**src/rtl/tb6502_bus_sequencer_pkg.sv**
```systemverilog
// Shared types for the 6502 bench bus sequencer: phase encoding, event config
// record and default NMI pulse length.
package tb6502_pkg;

    typedef enum logic [1:0] {
        PH_CPU  = 2'd0,
        PH_MEM  = 2'd1,
        PH_WAIT = 2'd2,
        PH_HALT = 2'd3
    } t_phase;

    localparam int NMI_PULSE_DEFAULT = 2;

    // Periods are carried at a fixed maximum width so one record type serves any
    // PERIOD_WIDTH up to this value; unused upper bits are simply zero.
    localparam int PERIOD_FIELD_WIDTH = 32;

    typedef struct packed {
        logic                          enable;
        logic [PERIOD_FIELD_WIDTH-1:0] period;
    } t_tb6502_irq_cfg;

    function automatic logic is_cpu_tick(input t_phase ph);
        return ph == PH_CPU;
    endfunction

endpackage

```
**src/rtl/tb6502_bus_sequencer_if.sv**
```systemverilog
// Control/status bundle between the bench controller (master) and the bus
// sequencer (slave).
interface tb6502_bus_sequencer_if #(
    parameter int CYCLE_WIDTH  = 16,
    parameter int PERIOD_WIDTH = 16,
    parameter int WAIT_WIDTH   = 2
);
    logic                    halt;
    logic [WAIT_WIDTH-1:0]   wait_cycles;
    logic                    irq_enable;
    logic [PERIOD_WIDTH-1:0] irq_period;
    logic                    irq_ack;
    logic                    nmi_enable;
    logic [PERIOD_WIDTH-1:0] nmi_period;
    logic                    nmi_trigger;
    logic                    enable_cpu_clk;
    logic                    enable_sram_clk;
    logic [CYCLE_WIDTH-1:0]  cpu_cycles;
    logic                    irq_n;
    logic                    nmi_n;
    logic                    halted;

    modport master (
        output halt, wait_cycles, irq_enable, irq_period, irq_ack,
               nmi_enable, nmi_period, nmi_trigger,
        input  enable_cpu_clk, enable_sram_clk, cpu_cycles, irq_n, nmi_n, halted
    );

    modport slave (
        input  halt, wait_cycles, irq_enable, irq_period, irq_ack,
               nmi_enable, nmi_period, nmi_trigger,
        output enable_cpu_clk, enable_sram_clk, cpu_cycles, irq_n, nmi_n, halted
    );
endinterface

```
**src/rtl/tb6502_bus_sequencer_periodic_event.sv**
```systemverilog
// Tick-gated period counter: flags the tick on which the programmed number of
// ticks since the last hit has elapsed.
module tb6502_periodic_event
    import tb6502_pkg::*;
#(
    parameter int PERIOD_WIDTH = 16
) (
    input  logic            clk,
    input  logic            rst_n,
    input  logic            tick_i,
    input  t_tb6502_irq_cfg cfg_i,
    output logic            hit_o
);

    logic [PERIOD_WIDTH-1:0] cnt_q, cnt_d;
    logic                    active;

    // A lowered period below the running count is not special-cased: the
    // counter runs on to its natural wrap before it can match again.
    always_comb begin
        active = cfg_i.enable && (cfg_i.period != '0);
        hit_o  = tick_i && active &&
                 (PERIOD_FIELD_WIDTH'(cnt_q) == cfg_i.period - PERIOD_FIELD_WIDTH'(1));
        cnt_d  = cnt_q;
        if (!active) begin
            cnt_d = '0;
        end else if (hit_o) begin
            cnt_d = '0;
        end else if (tick_i) begin
            cnt_d = cnt_q + PERIOD_WIDTH'(1);
        end
    end

    always_ff @(posedge clk or negedge rst_n) begin
        if (!rst_n) begin
            cnt_q <= '0;
        end else begin
            cnt_q <= cnt_d;
        end
    end

endmodule

```
**src/rtl/tb6502_bus_sequencer.sv**
```systemverilog
// Ping-pong CPU/SRAM clock-enable sequencer with wait states and halt, plus
// periodic/acknowledged IRQ and pulsed NMI stimulus counted in CPU cycles.
module tb6502_bus_sequencer
    import tb6502_pkg::*;
#(
    parameter int CYCLE_WIDTH  = 16,
    parameter int PERIOD_WIDTH = 16,
    parameter int WAIT_WIDTH   = 2,
    parameter int NMI_PULSE    = NMI_PULSE_DEFAULT
) (
    input  logic                  clk,
    input  logic                  reset_n,
    tb6502_bus_sequencer_if.slave bus
);

    localparam int PULSE_W = $clog2(NMI_PULSE + 1);

    t_phase                 state_q, state_d;
    logic [WAIT_WIDTH-1:0]  wait_q, wait_d;
    logic [CYCLE_WIDTH-1:0] cycles_q;
    logic                   irq_n_q;
    logic                   nmi_n_q;
    logic [PULSE_W-1:0]     nmi_left_q, nmi_left_d;
    logic                   tick;
    logic                   irq_hit;
    logic                   nmi_hit;
    t_tb6502_irq_cfg        irq_cfg;
    t_tb6502_irq_cfg        nmi_cfg;

    assign tick = is_cpu_tick(state_q);

    // halt and wait_cycles are only looked at when a CPU/SRAM pair completes,
    // so a pair is never split.
    always_comb begin
        state_d = state_q;
        wait_d  = wait_q;
        case (state_q)
            PH_CPU: state_d = PH_MEM;
            PH_MEM: begin
                if (bus.wait_cycles != '0) begin
                    state_d = PH_WAIT;
                    wait_d  = bus.wait_cycles;
                end else begin
                    state_d = bus.halt ? PH_HALT : PH_CPU;
                end
            end
            PH_WAIT: begin
                if (wait_q == WAIT_WIDTH'(1)) begin
                    state_d = bus.halt ? PH_HALT : PH_CPU;
                    wait_d  = '0;
                end else begin
                    wait_d  = wait_q - WAIT_WIDTH'(1);
                end
            end
            PH_HALT: begin
                if (!bus.halt) begin
                    state_d = PH_CPU;
                end
            end
            default: state_d = PH_CPU;
        endcase
    end

    always_ff @(posedge clk or negedge reset_n) begin
        if (!reset_n) begin
            state_q  <= PH_CPU;
            wait_q   <= '0;
            cycles_q <= '0;
        end else begin
            state_q  <= state_d;
            wait_q   <= wait_d;
            if (tick) begin
                cycles_q <= cycles_q + CYCLE_WIDTH'(1);
            end
        end
    end

    always_comb begin
        irq_cfg.enable = bus.irq_enable;
        irq_cfg.period = PERIOD_FIELD_WIDTH'(bus.irq_period);
        nmi_cfg.enable = bus.nmi_enable;
        nmi_cfg.period = PERIOD_FIELD_WIDTH'(bus.nmi_period);
    end

    tb6502_periodic_event #(.PERIOD_WIDTH(PERIOD_WIDTH)) u_irq_event (
        .clk    (clk),
        .rst_n  (reset_n),
        .tick_i (tick),
        .cfg_i  (irq_cfg),
        .hit_o  (irq_hit)
    );

    tb6502_periodic_event #(.PERIOD_WIDTH(PERIOD_WIDTH)) u_nmi_event (
        .clk    (clk),
        .rst_n  (reset_n),
        .tick_i (tick),
        .cfg_i  (nmi_cfg),
        .hit_o  (nmi_hit)
    );

    // nmi_left counts the CPU ticks still to be seen with nmi_n low; a new
    // event is only accepted once it has drained to zero.
    always_comb begin
        nmi_left_d = nmi_left_q;
        if (nmi_left_q == '0) begin
            if (nmi_hit || bus.nmi_trigger) begin
                nmi_left_d = PULSE_W'(NMI_PULSE);
            end
        end else if (tick) begin
            nmi_left_d = nmi_left_q - PULSE_W'(1);
        end
    end

    always_ff @(posedge clk or negedge reset_n) begin
        if (!reset_n) begin
            irq_n_q    <= 1'b1;
            nmi_n_q    <= 1'b1;
            nmi_left_q <= '0;
        end else begin
            if (irq_hit) begin
                irq_n_q <= 1'b0;
            end else if (bus.irq_ack) begin
                irq_n_q <= 1'b1;
            end
            nmi_left_q <= nmi_left_d;
            nmi_n_q    <= (nmi_left_d == '0);
        end
    end

    assign bus.enable_cpu_clk  = (state_q == PH_CPU);
    assign bus.enable_sram_clk = (state_q == PH_MEM);
    assign bus.halted          = (state_q == PH_HALT);
    assign bus.cpu_cycles      = cycles_q;
    assign bus.irq_n           = irq_n_q;
    assign bus.nmi_n           = nmi_n_q;

endmodule

```
**src/flat_wrapper.sv**
```systemverilog
// flat-port wrapper written by rule: the top's interface ports become plain ports
module tb6502_bus_sequencer_flat import tb6502_pkg::*;
#(
    parameter int CYCLE_WIDTH  = 16,
    parameter int PERIOD_WIDTH = 16,
    parameter int WAIT_WIDTH   = 2,
    parameter int NMI_PULSE    = NMI_PULSE_DEFAULT
)
  (clk, reset_n, bus_halt, bus_wait_cycles, bus_irq_enable, bus_irq_period, bus_irq_ack, bus_nmi_enable, bus_nmi_period, bus_nmi_trigger, bus_enable_cpu_clk, bus_enable_sram_clk, bus_cpu_cycles, bus_irq_n, bus_nmi_n, bus_halted);
  tb6502_bus_sequencer_if #(.CYCLE_WIDTH(CYCLE_WIDTH), .PERIOD_WIDTH(PERIOD_WIDTH), .WAIT_WIDTH(WAIT_WIDTH)) bus_i ();
  input  logic clk;
  input  logic reset_n;
  input wire logic [$bits(bus_i.halt)-1:0] bus_halt;
  input wire logic [$bits(bus_i.wait_cycles)-1:0] bus_wait_cycles;
  input wire logic [$bits(bus_i.irq_enable)-1:0] bus_irq_enable;
  input wire logic [$bits(bus_i.irq_period)-1:0] bus_irq_period;
  input wire logic [$bits(bus_i.irq_ack)-1:0] bus_irq_ack;
  input wire logic [$bits(bus_i.nmi_enable)-1:0] bus_nmi_enable;
  input wire logic [$bits(bus_i.nmi_period)-1:0] bus_nmi_period;
  input wire logic [$bits(bus_i.nmi_trigger)-1:0] bus_nmi_trigger;
  output wire logic [$bits(bus_i.enable_cpu_clk)-1:0] bus_enable_cpu_clk;
  output wire logic [$bits(bus_i.enable_sram_clk)-1:0] bus_enable_sram_clk;
  output wire logic [$bits(bus_i.cpu_cycles)-1:0] bus_cpu_cycles;
  output wire logic [$bits(bus_i.irq_n)-1:0] bus_irq_n;
  output wire logic [$bits(bus_i.nmi_n)-1:0] bus_nmi_n;
  output wire logic [$bits(bus_i.halted)-1:0] bus_halted;
  assign bus_i.halt = bus_halt;
  assign bus_i.wait_cycles = bus_wait_cycles;
  assign bus_i.irq_enable = bus_irq_enable;
  assign bus_i.irq_period = bus_irq_period;
  assign bus_i.irq_ack = bus_irq_ack;
  assign bus_i.nmi_enable = bus_nmi_enable;
  assign bus_i.nmi_period = bus_nmi_period;
  assign bus_i.nmi_trigger = bus_nmi_trigger;
  assign bus_enable_cpu_clk = bus_i.enable_cpu_clk;
  assign bus_enable_sram_clk = bus_i.enable_sram_clk;
  assign bus_cpu_cycles = bus_i.cpu_cycles;
  assign bus_irq_n = bus_i.irq_n;
  assign bus_nmi_n = bus_i.nmi_n;
  assign bus_halted = bus_i.halted;
  tb6502_bus_sequencer #(.CYCLE_WIDTH(CYCLE_WIDTH), .PERIOD_WIDTH(PERIOD_WIDTH), .WAIT_WIDTH(WAIT_WIDTH), .NMI_PULSE(NMI_PULSE)) u_core (.clk(clk), .reset_n(reset_n), .bus(bus_i));
endmodule
```
**config.mk**
```make
export PLATFORM = sky130hd
export DESIGN_NAME = tb6502_bus_sequencer_flat
export DESIGN_NICKNAME = d
export VERILOG_FILES = /design/src/rtl/tb6502_bus_sequencer_pkg.sv /design/src/rtl/tb6502_bus_sequencer_if.sv /design/src/rtl/tb6502_bus_sequencer_periodic_event.sv /design/src/rtl/tb6502_bus_sequencer.sv /design/src/flat_wrapper.sv
export SDC_FILE = /design/constraint.sdc
export NUM_CORES = 1
export LEC_CHECK = 0
export CAP_MARGIN = 20
export CORE_ASPECT_RATIO = 1.5
export CORE_MARGIN = 4
export CORE_UTILIZATION = 60
export CTS_BUF_LIST = sky130_fd_sc_hd__clkbuf_8
export DETAILED_ROUTE_END_ITERATION = 10
export PLACE_DENSITY_LB_ADDON = 0.12
export SYNTH_ARGS = -nofsm -noshare
export SYNTH_HDL_FRONTEND = slang
export SYNTH_SLANG_ARGS = --single-unit
```
**constraint.sdc**
```tcl
create_clock -name clk -period 3.95 [get_ports clk]
set_input_delay 0.79 -clock clk [delete_from_list [all_inputs] [get_ports clk]]
set_output_delay 0.79 -clock clk [all_outputs]
set_load 0.1 [all_outputs]
```
======== Word level (Yosys, flattened, before mapping) ========
Index checks and enable logic that the tools add are counted.
W data, S select, Z words.
operators by class
  $add $sub $neg .......................... 7
  equal/unequal tests ..................... 11
  muxes and demuxes ....................... 19
  reduce and logical (&&, ||, !) cells .... 17
operators by type and width
  cell                     number
  $mux W16                 6
  $eq A16 B32 Y1           2
  $reduce_bool A32 Y1      2
  $add A16 B1 Y16 const B  3
  $sub A16 B1 Y17 const B  2
  $mux W2                  9
  $pmux W2 S4              1
  $logic_and A1 B1 Y1      6
  $logic_not A2 Y1         3
  $reduce_bool A2 Y1       3
  $eq A2 B1 Y1 const B     2
  $eq A2 B2 Y1 const B     2
  $ne A2 B1 Y1 const B     2
  $pmux W2 S2              1
  $reduce_and A2 Y1        2
  $sub A2 B1 Y2 const B    2
  $ne A3 B1 Y1 const B     1
  $ne A3 B2 Y1 const B     1
  $mux W1                  2
  $ne A2 B2 Y1 const B     1
  $logic_or A1 B1 Y1       1
storage, ports and cells
  register bits after elaboration ......... 56
  input bits .............................. 41
  output and inout port bits .............. 21
  logic and storage cells ................. 62

======== Logic depth before layout (Yosys ltp) ========
Gate-level depths: netlist (run 1).
  depth after elaboration ................. 8
  gate-level depth with buffers ........... 12

======== Hierarchy ========
Synthesis (run 1) repeated with hierarchy kept, for this count alone.
unflattened totals
  cells, all modules ...................... 515
  area, all modules ....................... 4404.2 um^2
modules (own cells, without submodules)
  module                 instances  cells an instance  area an instance (um^2)  seq. area each (um^2)
  tb6502_periodic_event  2          202                1634.1                   400.4
  tb6502_bus_sequencer   1          111                1136.1                   603.1

======== Worst setup path after synthesis (run 1) ========
OpenSTA, ideal clock, no wires.
  kind .................................... in2reg
  start point ............................. in bus_nmi_period[0]
  end point ............................... reg u_core.u_nmi_event.cnt_q[13]
  library setup time ...................... 126 ps
  arrival ................................. 3260 ps
  path slack .............................. 564 ps
  cell stages on the path ................. 11
  path through ............................ inv_1 > ha_1 > or3b_4 > or4_4 > a2111oi_4 > nand4b_1 > nor4_2 > nor2b_1 > buf_6 > and3_1 > a221o_1
on the way
  cells in the longest elaborated chain, start to end .. 6
ends and longest elaborated chain
  what                                                     line                                       RTL
  start: declaration                                       flat_wrapper.sv:19                         input wire logic [$bits(bus_i.nmi_period)-1:0] bus_nmi_period;
  branches (longest 6 deep; another with $sub A16 B1 Y17)  -
  end signal: assignment                                   tb6502_bus_sequencer_periodic_event.sv:38  cnt_q <= cnt_d;
  end: declaration                                         tb6502_bus_sequencer_periodic_event.sv:15  logic [PERIOD_WIDTH-1:0] cnt_q, cnt_d;
Several ways; the timed one is not identified.
A chain may end at the register's enable or synchronous reset.

======== Worst setup path in the final report (run 1) ========
  start point ............................. in bus_nmi_period[0]
  end point ............................... reg u_core.u_nmi_event.cnt_q[0]
The elaborated chain is that of the path after synthesis.

==> results.ini, run 1 <==
[outcome]
status = finished, final reports clean

[global_route]
grt_max_degree = 45
overflow = 0
grt_pass1_wl_um = 16000
grt_pass1_vias = 3759
antenna_found_initial = 0
grt_usage_pct = 24.6

[sta]
fin_crit_ns = 3.63
period_share_pct = 91.8
fin_hold_ws_ns = 0.491
setup_viol = 0
tightestPinTransition_ns = 0.995
rsz0062_at_grt = false
skew_ns = 0.0129
maxSlewViolCount = 0
hold_viol = 0
slew_headroom_pct = 33.5
fmaxAchievable_mhz = 276

[floorplanning]
die_w_um = 75.5
die_area_mm2 = 0.00826
core_area_mm2 = 0.00658
start_util_pct = 62.4
die_h_um = 109
ios = 62
num_rows = 36

[worst_setup_path]
crit_type = input port to register
worst-path-buf-inv = 3
required_ns = 4.16
start_kind = input port
worst_ep_arrival_time_ns = 3.83
worst_path_dominant_cell_family = simple AND/OR/NAND/NOR gates
endpoint_kind = register
crit_slowest_cell = or4_4
cp_slowest_stage_delay_ns = 0.50
crit_path_max_fanout = 13
crit_chain = clkdlybuf4s50_1 > inv_1 > ha_1 > or3b_4 > or4_4 > a2111oi_4 > nand4b_1 > nor4_2 > nor2b_1 > buf_4 > mux2_2

[finish]
final_cells = 644
post-route-util_pct = 76.8
nNetsFinal = 617
fillers = 496
design_area_mm2 = 0.00505
area_growth_pct = 23.1
final_layout_size_suffix_gt1_share_pct = 11.8
insertedDiodeCount = 0

[yosys]
async_flop_share_pct = 100
syn_avg_cell_area_um2 = 8.43
synthDistinctLibCells = 60
netlist_area_mm2 = 0.00411
synth_edf_count = 0
synthesis.nets = 537
ys_seq_elements = 56
yosysMostFrequentCell = nand2_1
syn-instance-count = 487
seq_area_frac_synth_pct = 34.2
ys.flop_type = dfrtp_1
synth_top_area_cell = dfrtp_1
synth_top_cell_area_share_pct = 32.9
synth_top_cells_by_count = nand2_1, dfrtp_1, nor2_1
yosys_warnings = 0
synth.area.top_cells = dfrtp_1, xnor2_1, nand2_1, nor2_1, nand3_1

[placed_design]
io_buffers = 61
dp_cells = 635
placed_area_mm2 = 0.00495
gp_congestion = 0.855
dp_hpwl_um = 7490

[pwr]
p_sw_mw = 0.944
power_leakage_nw = 2.12
pwr-share-clk_pct = 15.9
p_per_area_mw_per_mm2 = 403
p_seq_share_pct = 37.8
power_frac_comb_pct = 46.3
switching_share_pct = 46.4
peakVddDrop_mv = 0.409
power.internal_mw = 1.09

[clocking]
clk_latency_ns = 0.32
cts_root_buffer = clkbuf_8
postCtsSetupBuffers = 0
cts_buffers = 5
clk_pin_slew_ns = 0.11
clkSinkCount = 56
clock_path_buffers = 2
cts_hold_buf = 0
cts-resized-gates = 0
cts_tree = done
cts_htree_levels = 2

[detailed_routing]
drc = 0
ant_nets = 0
drt-initial-drc-count = 247
wl_per_cell_um = 14.9
drt_pass1_iterations = 4
viasPerCell = 6.03
vias = 3882
routed_wl_um = 9570

[hold_path]
hp-class = register to register

[job]
drv_cap = 0

[flip-flops by register name (all words and copies together), names as in the netlist]
name	cells
u_core.state_q	2
u_core.u_nmi_event.cnt_q	16
u_core.bus.cpu_cycles	16
u_core.wait_q	2
u_core.bus.irq_n	1
u_core.u_irq_event.cnt_q	16
u_core.nmi_left_q	2
u_core.bus.nmi_n	1
[power groups by stage]
stage	sequential [mW]	combinational, mW	clock (mW)
finish	0.768	0.943	0.324
global route	0.787	1.01	0.353
CTS	0.767	0.945	0.334
detailed placement	0.778	0.943	0
global placement	0.772	0.913	0
floorplan	0.955	0.491	0
[routing by layer]
| layer | up-vias | GRT usage (%) | routed length, um |
|---|---|---|---|
| met1 | 1837 | 27.5 | 3860 |
| met4 | 0 | 12.3 | 363 |
| li1 | 1928 | - | - |
| met5 | - | 0 | 0 |
| met3 | 31 | 2.56 | 313 |
| met2 | 86 | 44.7 | 5030 |
[kinds of logic (layout without fill, tap and decap cells)]
kind of cell / Yosys count / count (layout) / share of synthesized area [%]
flip-flops: 56 / 56 / 34.2
multiplexers: 11 / 11 / 2.77
buffers and inverters: 36 / 117 / 3.53
XOR/XNOR: 51 / 51 / 10.9
adder cells (fa/ha/maj): 9 / 9 / 2.74
AO/OA/AOI/OAI: 88 / 88 / 15.7
AND/OR/NAND/NOR: 236 / 236 / 30.2
[worst paths after layout]
| check | startpoint | end | slack [ns] | depth (start not counted) |
|---|---|---|---|---|
| max in group asynchronous | reset_n | u_core.bus.nmi_n$_DFF_PN1_ | 2.54 | 2 |
| min | u_core.bus.cpu_cycles[15]$_DFFE_PN0P_ | u_core.bus.cpu_cycles[15]$_DFFE_PN0P_ | 0.49 | 1 |
| min in group asynchronous | reset_n | u_core.bus.cpu_cycles[14]$_DFFE_PN0P_ | 0.59 | 1 |
| min reg2reg | u_core.bus.cpu_cycles[15]$_DFFE_PN0P_ | u_core.bus.cpu_cycles[15]$_DFFE_PN0P_ | 0.49 | 1 |
| max reg2reg | u_core.u_nmi_event.cnt_q[6]$_DFFE_PN0P_ | u_core.u_nmi_event.cnt_q[0]$_DFFE_PN0P_ | 1.24 | 8 |
| max | bus_nmi_period[0] | u_core.u_nmi_event.cnt_q[0]$_DFFE_PN0P_ | 0.32 | 11 |
[final cells by class]
cell class                      count  area [um2]  area share, %
Clock inverter                      3        22.5          0.446
Inverter                           14        52.6           1.04
Timing Repair Buffer               95         853           16.9
Multi-Input combinational cell    395        2560           50.6
Clock buffer                        5        68.8           1.36
Tap cell                           76        95.1           1.88
Sequential cell                    56        1400           27.8
[stage by stage]
stage	TNS [ns]	power [mW]	setup WS, ns
after floorplan	0	1.45	0.564
after global placement	0	1.68	0.0343
after detailed placement	-0.153	1.72	-0.0295
after CTS	0	2.05	0.326
after global routing	0	2.15	0.0647
final	0	2.03	0.323
[layout by cell type (no fill, tap or decap), types with 6 or more instances in the layout]
master | Yosys | final
buf_4 | 0 | 37
nand2_1 | 55 | 55
ha_1 | 9 | 9
nor4_1 | 7 | 7
inv_1 | 14 | 14
xor2_1 | 12 | 12
nand4_1 | 12 | 12
or3_1 | 6 | 6
o21ai_0 | 18 | 18
mux2i_1 | 8 | 8
xnor2_1 | 39 | 39
a221o_1 | 7 | 7
nand3_1 | 27 | 27
dfrtp_1 | 54 | 54
a22o_1 | 6 | 6
and3_1 | 17 | 17
nor2b_1 | 10 | 10
nor3_1 | 16 | 16
and2_1 | 7 | 7
nand2b_1 | 8 | 8
clkdlybuf4s50_1 | 0 | 57
nor2_1 | 41 | 41
or2_2 | 7 | 7
a21oi_1 | 17 | 17
Note: power is estimated with default switching activity, not from simulation.
==> run 2, diff against run 1 <==
clock period = 4.3 ns   (was 3.95 ns; I/O delays follow)
==> run 2 against run 1 <==
Effect of this change: worst setup slack better by 0.10 ns; non-clock buffer count is 17 lower; register-to-register slack better by 0.32 ns; highest routed layer unchanged; die area stayed put.
==> results.ini, run 2 (synthesized netlist as in run 1, its figures left out) <==
[outcome]
status = finished, final reports clean

[placed_design]
dp_hpwl_um = 7550  ; +0.77%
io_buffers = 61  ; unchanged
placed_area_mm2 = 0.00483  ; -2.5%
gp_congestion = 0.960  ; +12%
place_ws_ns = 0.0655  ; +0.0949 ns

[sta]
fin_ws_ns = 0.427  ; +0.103 ns
fin_crit_ns = 3.87
tightestPinTransition_ns = 0.979  ; -0.0163 ns
slew_headroom_pct = 34.5  ; +1.1 points
rsz0062_at_grt = false
fmaxAchievable_mhz = 258
hold_viol = 0  ; unchanged
setup_viol = 0  ; unchanged
maxSlewViolCount = 0  ; unchanged
skew_ns = 0.00918  ; -0.00369 ns
period_share_pct = 90.1
setup_tns_ns = 0  ; unchanged

[pwr]
power_leakage_nw = 2.05  ; -3.5%
p_per_area_mw_per_mm2 = 385  ; -4.3%
p_total_mw = 1.91  ; -6.3%
peakVddDrop_mv = 0.305  ; -25%

[worst_setup_path]
start_kind = input port
reg2reg_slack_ns = 1.56  ; +0.32 ns
r2r_start = u_core.u_nmi_event.cnt_q[6]$_DFFE_PN0P_
required_ns = 4.50  ; +0.34 ns
crit_chain = clkdlybuf4s50_1 > inv_1 > ha_1 > or3b_4 > or4_4 > a2111oi_4 > nand4b_1 > nor4_2 > nor2b_1 > buf_4 > a221o_1
crit_slowest_cell = or4_4
rr_endpoint = u_core.u_nmi_event.cnt_q[5]$_DFFE_PN0P_
endpoint_kind = register
worst_ep_arrival_time_ns = 4.08  ; +0.25 ns
crit_type = input port to register
crit_path_max_fanout = 14  ; +1
r2r_cells = 8  ; unchanged
cp_slowest_stage_delay_ns = 0.51  ; about the same

[detailed_routing]
routed_wl_um = 9640  ; +0.66%
wl_per_cell_um = 15.4  ; +3.4%
ant_nets = 0  ; unchanged
drt_pass1_iterations = 5  ; +1
viasPerCell = 6.11  ; +1.3%
vias = 3829  ; -1.4%
drt-initial-drc-count = 299  ; +21%
drc = 0  ; unchanged

[finish]
nNetsFinal = 600  ; -2.8%
design_area_mm2 = 0.00495  ; -2.0%
final_common_cell = clkdlybuf4s50_1
fillers = 503  ; +1.4%
layout_common_cells = clkdlybuf4s50_1, nand2_1, dfrtp_1
insertedDiodeCount = 0  ; unchanged
area_growth_pct = 20.6
final_layout_size_suffix_gt1_share_pct = 8.53  ; -3.3 points

[clocking]
cts_root_buffer = clkbuf_8
cts_buffers = 5  ; unchanged
cts_htree_levels = 2  ; unchanged
cts-resized-gates = 0  ; unchanged
clock_path_buffers = 2  ; unchanged
clkSinkCount = 56  ; unchanged
cts_tree = done
postCtsSetupBuffers = 0  ; unchanged
clk_pin_slew_ns = 0.10  ; about the same
cts_hold_buf = 0  ; unchanged
clk_latency_ns = 0.31  ; about the same

[global_route]
grt_pass1_wl_um = 16200  ; +1.6%
grt_max_degree = 32  ; -29%
antenna_found_initial = 0  ; unchanged
grt_usage_pct = 24.9  ; +0.27 points
overflow = 0  ; unchanged
grt_pass1_vias = 3728  ; -0.82%

[floorplanning]
core_area_mm2 = 0.00658  ; unchanged
num_rows = 36  ; unchanged
die_area_mm2 = 0.00826  ; unchanged
die_h_um = 109  ; unchanged
start_util_pct = 62.4  ; unchanged
ios = 62  ; unchanged
die_w_um = 75.5  ; unchanged

[hold_path]
hold_start = u_core.bus.cpu_cycles[15]$_DFFE_PN0P_
hp-class = register to register
whs_path_depth = 1  ; unchanged
hold_path_end = u_core.bus.cpu_cycles[15]$_DFFE_PN0P_

[job]
drv_cap = 0  ; unchanged

-- run 2: cell type report --
cell class | instances | area (um2) | share of cell area [%]
Clock buffer | 5 | 68.8 | 1.39
Clock inverter | 3 | 42.5 | 0.859
Tap cell | 76 | 95.1 | 1.92
Timing Repair Buffer | 78 | 731 | 14.8
Sequential cell | 56 | 1400 | 28.4
Multi-Input combinational cell | 395 | 2560 | 51.7
Inverter | 14 | 52.6 | 1.06
-- run 2: worst max path at each step --
stage                       from                                        to  slack [ns]  depth (start not counted)
2_1_floorplan  bus_nmi_period[0]  u_core.u_nmi_event.cnt_q[13]$_DFFE_PN0P_        0.84                         11
3_3_place_gp   bus_nmi_period[1]   u_core.u_nmi_event.cnt_q[5]$_DFFE_PN0P_        0.19                         11
3_5_place_dp   bus_nmi_period[1]   u_core.u_nmi_event.cnt_q[5]$_DFFE_PN0P_        0.07                         11
4_1_cts        bus_nmi_period[1]   u_core.u_nmi_event.cnt_q[5]$_DFFE_PN0P_        0.42                         11
5_1_grt        bus_nmi_period[1]   u_core.u_nmi_event.cnt_q[5]$_DFFE_PN0P_        0.27                         11
6_report       bus_nmi_period[1]   u_core.u_nmi_event.cnt_q[5]$_DFFE_PN0P_        0.43                         11
-- run 2: report_power, final --
| part | switching (mW) | internal [mW] | leakage [nW] | total, mW |
|---|---|---|---|---|
| registers | 0.107 | 0.600 | 0.749 | 0.707 |
| clock network | 0.172 | 0.174 | 0.0599 | 0.346 |
| logic | 0.574 | 0.281 | 1.24 | 0.854 |
| total | 0.852 | 1.05 | 2.05 | 1.91 |
-- run 2: critical path: cells and delay by family --
family                     cells  cell delay (ns)
buffers and inverters          3             0.75
adders and majority gates      1             0.19
and+or+nand+nor                5             1.65
AOI/OAI and AO/OA              2             0.63
-- run 2: per-stage QoR --
stage | hold WS (ns) | util (%) | std cells
after floorplan | 0.508 | - | 487
after global placement | 0.461 | 73.5 | 618
after detailed placement | 0.478 | 73.5 | 618
after CTS | 0.495 | 75.2 | 626
after global routing | 0.499 | 75.3 | 627
final | 0.487 | 75.3 | 627
-- run 2: routing by layer --
metal  global-route usage, %  up-vias  part of all wire, %
li1                        -     1888                    -
met1                    27.4     1832                   39
met2                    47.3       88                   56
met3                    2.65       21                  3.1
met4                    8.75        0                  2.1
met5                       0        -                    0
